<file path="src/rtl/pipe_pkg.sv">
// pipe_pkg: shared state encoding and exception codes for pipe_stage.
// Used by both the default and PIPE_STAGE_SKID_EN builds.
package pipe_pkg;

    localparam int CODE_W = 5;

    typedef enum logic [1:0] {
        EMPTY = 2'd0,
        ONE   = 2'd1,
        TWO   = 2'd2
    } state_t;

    localparam logic [CODE_W-1:0] EXC_INT  = CODE_W'(0);
    localparam logic [CODE_W-1:0] EXC_ADEL = CODE_W'(4);
    localparam logic [CODE_W-1:0] EXC_ADES = CODE_W'(5);
    localparam logic [CODE_W-1:0] EXC_OV   = CODE_W'(12);

endpackage

</file>
<file path="src/rtl/pipe_exc_merge.sv">
// pipe_exc_merge: picks the exception an entry carries when captured.
// Upstream exceptions win over ones raised here; otherwise badv is the PC.
module pipe_exc_merge #(
    parameter int CODE_W = pipe_pkg::CODE_W
) (
    input  logic              in_exc,
    input  logic [CODE_W-1:0] in_code,
    input  logic [31:0]       in_badv,
    input  logic              loc_exc,
    input  logic [CODE_W-1:0] loc_code,
    input  logic [31:0]       loc_badv,
    input  logic [31:0]       pc,
    output logic              exc,
    output logic [CODE_W-1:0] code,
    output logic [31:0]       badv
);

    always_comb begin
        exc  = 1'b0;
        code = '0;
        badv = pc;
        if (in_exc) begin
            exc  = 1'b1;
            code = in_code;
            badv = in_badv;
        end else if (loc_exc) begin
            exc  = 1'b1;
            code = loc_code;
            badv = loc_badv;
        end
    end

endmodule

</file>
<file path="src/rtl/pipe_stage.sv">
// pipe_stage: pipeline register with valid/ready handshake and exception merge.
// Define PIPE_STAGE_SKID_EN for a two-slot skid buffer with registered in_ready.
module pipe_stage #(
    parameter int DW     = 64,
    parameter int CODE_W = pipe_pkg::CODE_W
) (
    input  logic              clk,
    input  logic              rst,
    input  logic              flush,
    input  logic              in_valid,
    output logic              in_ready,
    input  logic [DW-1:0]     in_data,
    input  logic [31:0]       in_pc,
    input  logic              in_exc,
    input  logic [CODE_W-1:0] in_code,
    input  logic [31:0]       in_badv,
    input  logic              loc_exc,
    input  logic [CODE_W-1:0] loc_code,
    input  logic [31:0]       loc_badv,
    output logic              out_valid,
    input  logic              out_ready,
    output logic [DW-1:0]     out_data,
    output logic [31:0]       out_pc,
    output logic              out_exc,
    output logic [CODE_W-1:0] out_code,
    output logic [31:0]       out_badv
);

    import pipe_pkg::*;

`ifdef PIPE_STAGE_SKID_EN
    localparam bit SKID_EN = 1'b1;
`else
    localparam bit SKID_EN = 1'b0;
`endif

    typedef struct packed {
        logic [DW-1:0]     data;
        logic [31:0]       pc;
        logic              exc;
        logic [CODE_W-1:0] code;
        logic [31:0]       badv;
    } entry_t;

    state_t state_q, state_d;
    entry_t main_q, skid_q, cap;

    logic              m_exc;
    logic [CODE_W-1:0] m_code;
    logic [31:0]       m_badv;
    logic              accept, retire;
    logic              load_main, load_skid, shift;

    pipe_exc_merge #(.CODE_W(CODE_W)) u_merge (
        .in_exc   (in_exc),
        .in_code  (in_code),
        .in_badv  (in_badv),
        .loc_exc  (loc_exc),
        .loc_code (loc_code),
        .loc_badv (loc_badv),
        .pc       (in_pc),
        .exc      (m_exc),
        .code     (m_code),
        .badv     (m_badv)
    );

    assign cap = '{data: in_data, pc: in_pc, exc: m_exc,
                   code: m_code, badv: m_badv};

    assign out_valid = (state_q != EMPTY);
    assign accept    = in_valid && in_ready;
    assign retire    = out_valid && out_ready;

    always_comb begin
        state_d   = state_q;
        load_main = 1'b0;
        load_skid = 1'b0;
        shift     = 1'b0;
        if (flush) begin
            state_d = EMPTY;
        end else begin
            unique case (state_q)
                EMPTY: if (accept) begin
                    state_d   = ONE;
                    load_main = 1'b1;
                end
                ONE: if (accept && retire) begin
                    load_main = 1'b1;
                end else if (accept && SKID_EN) begin
                    state_d   = TWO;
                    load_skid = 1'b1;
                end else if (retire) begin
                    state_d   = EMPTY;
                end
                TWO: if (retire) begin
                    state_d = ONE;
                    shift   = 1'b1;
                end
                default: state_d = EMPTY;
            endcase
        end
    end

    always_ff @(posedge clk or negedge rst) begin
        if (!rst) begin
            state_q <= EMPTY;
            main_q  <= '0;
            skid_q  <= '0;
        end else begin
            state_q <= state_d;
            if (load_main)  main_q <= cap;
            else if (shift) main_q <= skid_q;
            if (load_skid)  skid_q <= cap;
        end
    end

    // in_ready stays low in reset and for the first edge after release
`ifdef PIPE_STAGE_SKID_EN
    logic rdy_q;
    always_ff @(posedge clk or negedge rst) begin
        if (!rst) rdy_q <= 1'b0;
        else      rdy_q <= (state_d != TWO);
    end
    assign in_ready = rdy_q;
`else
    logic live_q;
    always_ff @(posedge clk or negedge rst) begin
        if (!rst) live_q <= 1'b0;
        else      live_q <= 1'b1;
    end
    assign in_ready = live_q && (out_ready || !out_valid);
`endif

    assign out_data = main_q.data;
    assign out_pc   = main_q.pc;
    assign out_exc  = main_q.exc;
    assign out_code = main_q.code;
    assign out_badv = main_q.badv;

endmodule
</file>
<file path="config.mk">
export PLATFORM = sky130hd
export DESIGN_NAME = pipe_stage
export DESIGN_NICKNAME = d
export VERILOG_FILES = /design/src/rtl/pipe_pkg.sv /design/src/rtl/pipe_exc_merge.sv /design/src/rtl/pipe_stage.sv
export SDC_FILE = /design/constraint.sdc
export NUM_CORES = 1
export LEC_CHECK = 0
export ABC_AREA = 1
export CAP_MARGIN = 20
export CORE_AREA = 3 3 145 147
export DETAILED_ROUTE_END_ITERATION = 12
export DIE_AREA = 0 0 148 150
export PLACE_DENSITY = 0.6
export SYNTH_ARGS = -nofsm -noshare
export SYNTH_HDL_FRONTEND = slang
export SYNTH_SLANG_ARGS = --single-unit
</file>
<file path="constraint.sdc">
create_clock -name clk -period 2.7 [get_ports clk]
set_input_delay 0.675 -clock clk [delete_from_list [all_inputs] [get_ports clk]]
set_output_delay 0.675 -clock clk [all_outputs]
set_load 0.01 [all_outputs]
</file>
# After elaboration in Yosys (flattened, before gate mapping)
# Cells that the tools add are included.
dict set report totals {
  elab_cells 44
  ff_bits 137
  in_bits 177
}
dict set report classes {
  n_eq_ne 6
  muxes 21
  reduce_logical 10
}
# operator n
set ops {}
lappend ops {{2-to-1 mux 134 bit} 2}
lappend ops {{2-to-1 mux 32 bit} 2}
lappend ops {{!= test 3 bit, second input constant} 4}
lappend ops {{2-to-1 mux 2 bit} 5}
lappend ops {{2-to-1 mux 5 bit} 2}
lappend ops {{2-to-1 mux 1 bit} 8}
lappend ops {{one-hot mux 2 bit (3 select lines)} 1}
lappend ops {{logical AND 1 bit} 4}
lappend ops {{AND reduction 4 bit} 1}
lappend ops {{nonzero test 2 bit} 2}
lappend ops {{equality test 2 x 1 -> 1 bit, second input constant} 1}
lappend ops {{equality test 2 bit, second input constant} 1}
lappend ops {{zero test 2 bit} 1}
lappend ops {{one-hot mux 1 bit (2 select lines)} 1}
lappend ops {{zero test 1 bit} 1}
lappend ops {{logical OR 1 bit} 1}

# Longest topological paths before layout
dict set report depth {
  ltp_word 10
  depth_mapped 8
}

# Modules after synthesis
# Synthesis repeated with hierarchy kept, for this count alone.
dict set report unflattened {
  hier_cells 763
  area_unflattened_um2 6402.4
}
# mod seq_area_each_um2 area_each_um2 n_inst cells_each
set modules_own_cells {}
lappend modules_own_cells {pipe_stage 3403.3 5541.6 1 603}
lappend modules_own_cells {pipe_exc_merge 0.0 860.8 1 160}

# Least setup slack after synthesis
# Ideal clock, no wire load.
dict set report synth_path {
  kind {input to output}
  from {input out_ready}
  to {output in_ready}
  setup_slack_ns 1.061
  cell_stages 4
  required_time_ns 2.025
  t_arrival_ns 0.964
  path_cell_list {inv_1 nand2_1 nand2_1 inv_1}
}
dict set report synth_via {
  elab_chain_cells 2
}
# element line_no
set synth_rtl {}
lappend synth_rtl {{from (decl)} pipe_stage.sv:21} ;# input logic out_ready,
lappend synth_rtl {{logical OR 1 bit} pipe_stage.sv:131} ;# assign in_ready = live_q && (out_ready || !out_valid);
lappend synth_rtl {{logical AND 1 bit} pipe_stage.sv:131}
lappend synth_rtl {{to (decl)} pipe_stage.sv:11} ;# output logic in_ready,
# Every way passes these cells.

# Worst setup path after layout
# Ends and elaborated chain as after synthesis.

==> flow_summary_export.csv <==
group,metric,value,unit
clocking,clk_latency,0.41,ns
timing,fin_crit,2.58,ns
floorplan,core-area,0.0200,mm2
floorplan,die_w,148,um
timing,slew_viol_final,0,
grt,grt_pass1_wl,32.1,mm
logic_synthesis,synth-xor-area-share,0,%
power,pwr_density_cell,664,mW/mm2
setup_path,start_kind,"input pin",
place,place_congestion,0.794,
layout,area_growth,66.6,%
power,comb_power_share,27.2,%
route,drtAntennaViolNets,0,
logic_synthesis,synth_top_family_by_area,"simple AND/OR/NAND/NOR gates",
setup_path,end_kind,"output port",
power,vdd_drop_max,386,uV
setup_path,path_class,"input pin to output port",
power,seqPwrFrac,39.6,%
layout,drive_above_1_share,5.14,%
clocking,postCtsSetupRepairBufs,0,
power,p_leak,4.74,nW
clocking,hold_buffers,0,
setup_path,reg2reg_depth,7,
logic_synthesis,synth-seq-cells,136,
clocking,cts_buffers,17,
logic_synthesis,yosysWarnings,0,
grt,grt_overflow_total,0,
grt,first_global_vias,5696,
grt,antenna_found_initial,0,
logic_synthesis,synth-compound-area-share,0.170,%
timing,hold_viol,0,
setup_path,startpoint,"out_ready",
setup_path,arrival,1.91,ns
power,p_clk_share,33.2,%
floorplan,fp.dieH,150,um
clocking,cts.path.max_buffers,2,
route,first_pass_iters,4,
run,cap_violations,0,
grt,grt_usage,18.6,%
logic_synthesis,yosys-mux-area-fraction,0,%
route,drtIter0Drc,190,
layout,finalNetCount,1215,
setup_path,crit_chain,"clkdlybuf4s50_1, inv_1, nand2_1, nand2_1, inv_1, clkdlybuf4s50_1",
power,switching_power,0.00188,W
setup_path,critPathMaxStageDelay,0.55,ns
clocking,clock-sinks,136,
logic_synthesis,synth_fa_ha_area_share,0,%
place,port_buffers,312,
route,drc_errors,0,
floorplan,pin_count,313,
timing,fmax,388,MHz
setup_path,reg2reg_slack,1.29,ns
logic_synthesis,postSynthCellCount,736,
setup_path,reg2reg_from,"state_q[0]",
status,status,"finished clean",
grt,grt_max_degree,72,
logic_synthesis,syn-cell-area,0.00589,mm2
logic_synthesis,avgSynthCellArea,8.00,um2
floorplan,start_util,29.4,%
clocking,cts-root-buf,"clkbuf_16",
logic_synthesis,synth-simple-area-share,36.7,%
floorplan,std_cell_rows,52,
logic_synthesis,synth_nets,913,
setup_path,cp_max_fo,2,
clocking,cts_resized,0,
timing,skew,0.00651,ns
layout,insertedDiodeCount,0,
route,num_vias,5845,
route,drt_wl_total,21.1,mm
clocking,htree_levels,4,
power,swShare,28.9,%
setup_path,crit_path_end,"in_ready",
logic_synthesis,synth_cell_types,13,
timing,fin_setup_tns,0,ns
clocking,cts_tree,"done",
setup_path,r2r-end,"out_data[10]",
route,wl_per_cell,16.0,um
timing,period_share,95.6,%
timing,setup_viol,0,
timing,rsz0062_at_grt,"false",
setup_path,required,2.03,ns
worst_hold_path,hp-class,"input pin to async pin",
floorplan,design.die.area,0.0222,mm2
clocking,cts.clk_slew.worst_paths,0.06,ns
logic_synthesis,yosysSeqAreaShare,57.8,%
place,hpwl,14.9,mm
power,power,0.00652,W
route,drt-vias-per-instance,4.42,
setup_path,slowest_stage,"clkdlybuf4s50_1",
power,power.internal,0.00463,W
==> logic make-up after synthesis <==
| family | after synthesis |
|---|---|
| AND/OR/NAND/NOR | 549 |
| flip-flops | 136 |
| buffers and inverters | 48 |
| AO/OA/AOI/OAI | 2 |
| other | 1 |
==> metal layers <==
metal	share of wire (%)	wire, um	up-vias	GRT usage, %
met3	10	2150	12	7.42
met4	1.0	213	0	4.80
met2	46	9650	264	29.0
met1	43	9080	2706	24.1
met5	0	0	-	0
li1	-	-	2863	-
==> per-stage QoR <==
stage / util (%) / area, um2 / std cells / setup slack [ns] / hold WS (ns)
floorplan: - / 5890 / 736 / 1.06 / 0.379
global route: 48.9 / 9810 / 1321 / 0.0685 / 0.186
global placement: 46.2 / 9260 / 1289 / 0.115 / 0.460
detailed placement: 46.2 / 9260 / 1289 / 0.110 / 0.464
CTS: 48.9 / 9810 / 1321 / 0.105 / 0.174
finish: 48.9 / 9810 / 1321 / 0.120 / 0.177
==> area by class of cell <==
class / instances / area (um2)
Fill cell: 1985 / 10200
Timing Repair Buffer: 326 / 3310
Sequential cell: 136 / 3400
Clock inverter: 12 / 92.6
Tap cell: 270 / 338
Inverter: 5 / 18.8
Multi-Input combinational cell: 552 / 2190
Clock buffer: 20 / 457
==> layout by cell type, fill, tap and decap left out <==
cell type	netlist	routed
clkinvlp_4	0	4
dfrtp_1	136	136
clkinv_4	0	2
clkbuf_1	8	1
clkdlybuf4s50_1	0	309
nor2_2	2	1
o21ai_0	2	2
nand3_1	70	69
inv_2	2	2
inv_1	3	3
conb_1	1	1
buf_6	13	1
buf_4	1	7
clkbuf_8	0	2
nand2_1	476	476
buf_12	0	7
buf_2	21	2
clkinv_2	0	2
inv_6	0	4
clkbuf_16	0	17
nand3_4	0	1
nor2_4	1	2
==> registers in the layout (all words and copies together), names as in the netlist <==
name and flops:
out_badv 32, live_q 1, state_q 1, out_exc 1, out_code 5, out_pc 32
out_data 64
==> power by group through the flow <==
stage	Combinational, W	Sequential (W)	Clock, W
CTS	0.00180	0.00258	0.00223
global route	0.00193	0.00262	0.00231
detailed placement	0.00179	0.00261	0
finish	0.00177	0.00258	0.00217
global placement	0.00179	0.00260	0
floorplan	0.000424	0.00277	0
==> critical path, delay by kind of cell <==
kind	cells	cell delay (ns)
buffers and inverters	4	1.10
and+or+nand+nor	2	0.13
==> how the worst min path moves through the flow <==
stage | startpoint | to | slack, ns | depth (start not counted)
final | rst | out_pc[15] | 0.18 | 1
after CTS | rst | out_badv[13] | 0.17 | 1
after detailed placement | out_data[38] | out_data[38] | 0.46 | 2
after global routing | rst | out_pc[15] | 0.19 | 1
after floorplan | rst | live_q | 0.38 | 0
after global placement | out_data[5] | out_data[5] | 0.46 | 2
==> Yosys cell counts <==
library cell  number  area [um2]
buf_2             21         105
o21ai_0            2        10.0
clkbuf_1           8        30.0
inv_1              3        11.3
conb_1             1        3.75
nor2_2             2        12.5
nand3_1           70         350
dfrtp_1          136        3400
nor2_4             1        11.3
buf_4              1        7.51
nand2_1          476        1790
buf_6             13         146
inv_2              2        7.51
Power figures use the tool's default switching activity.
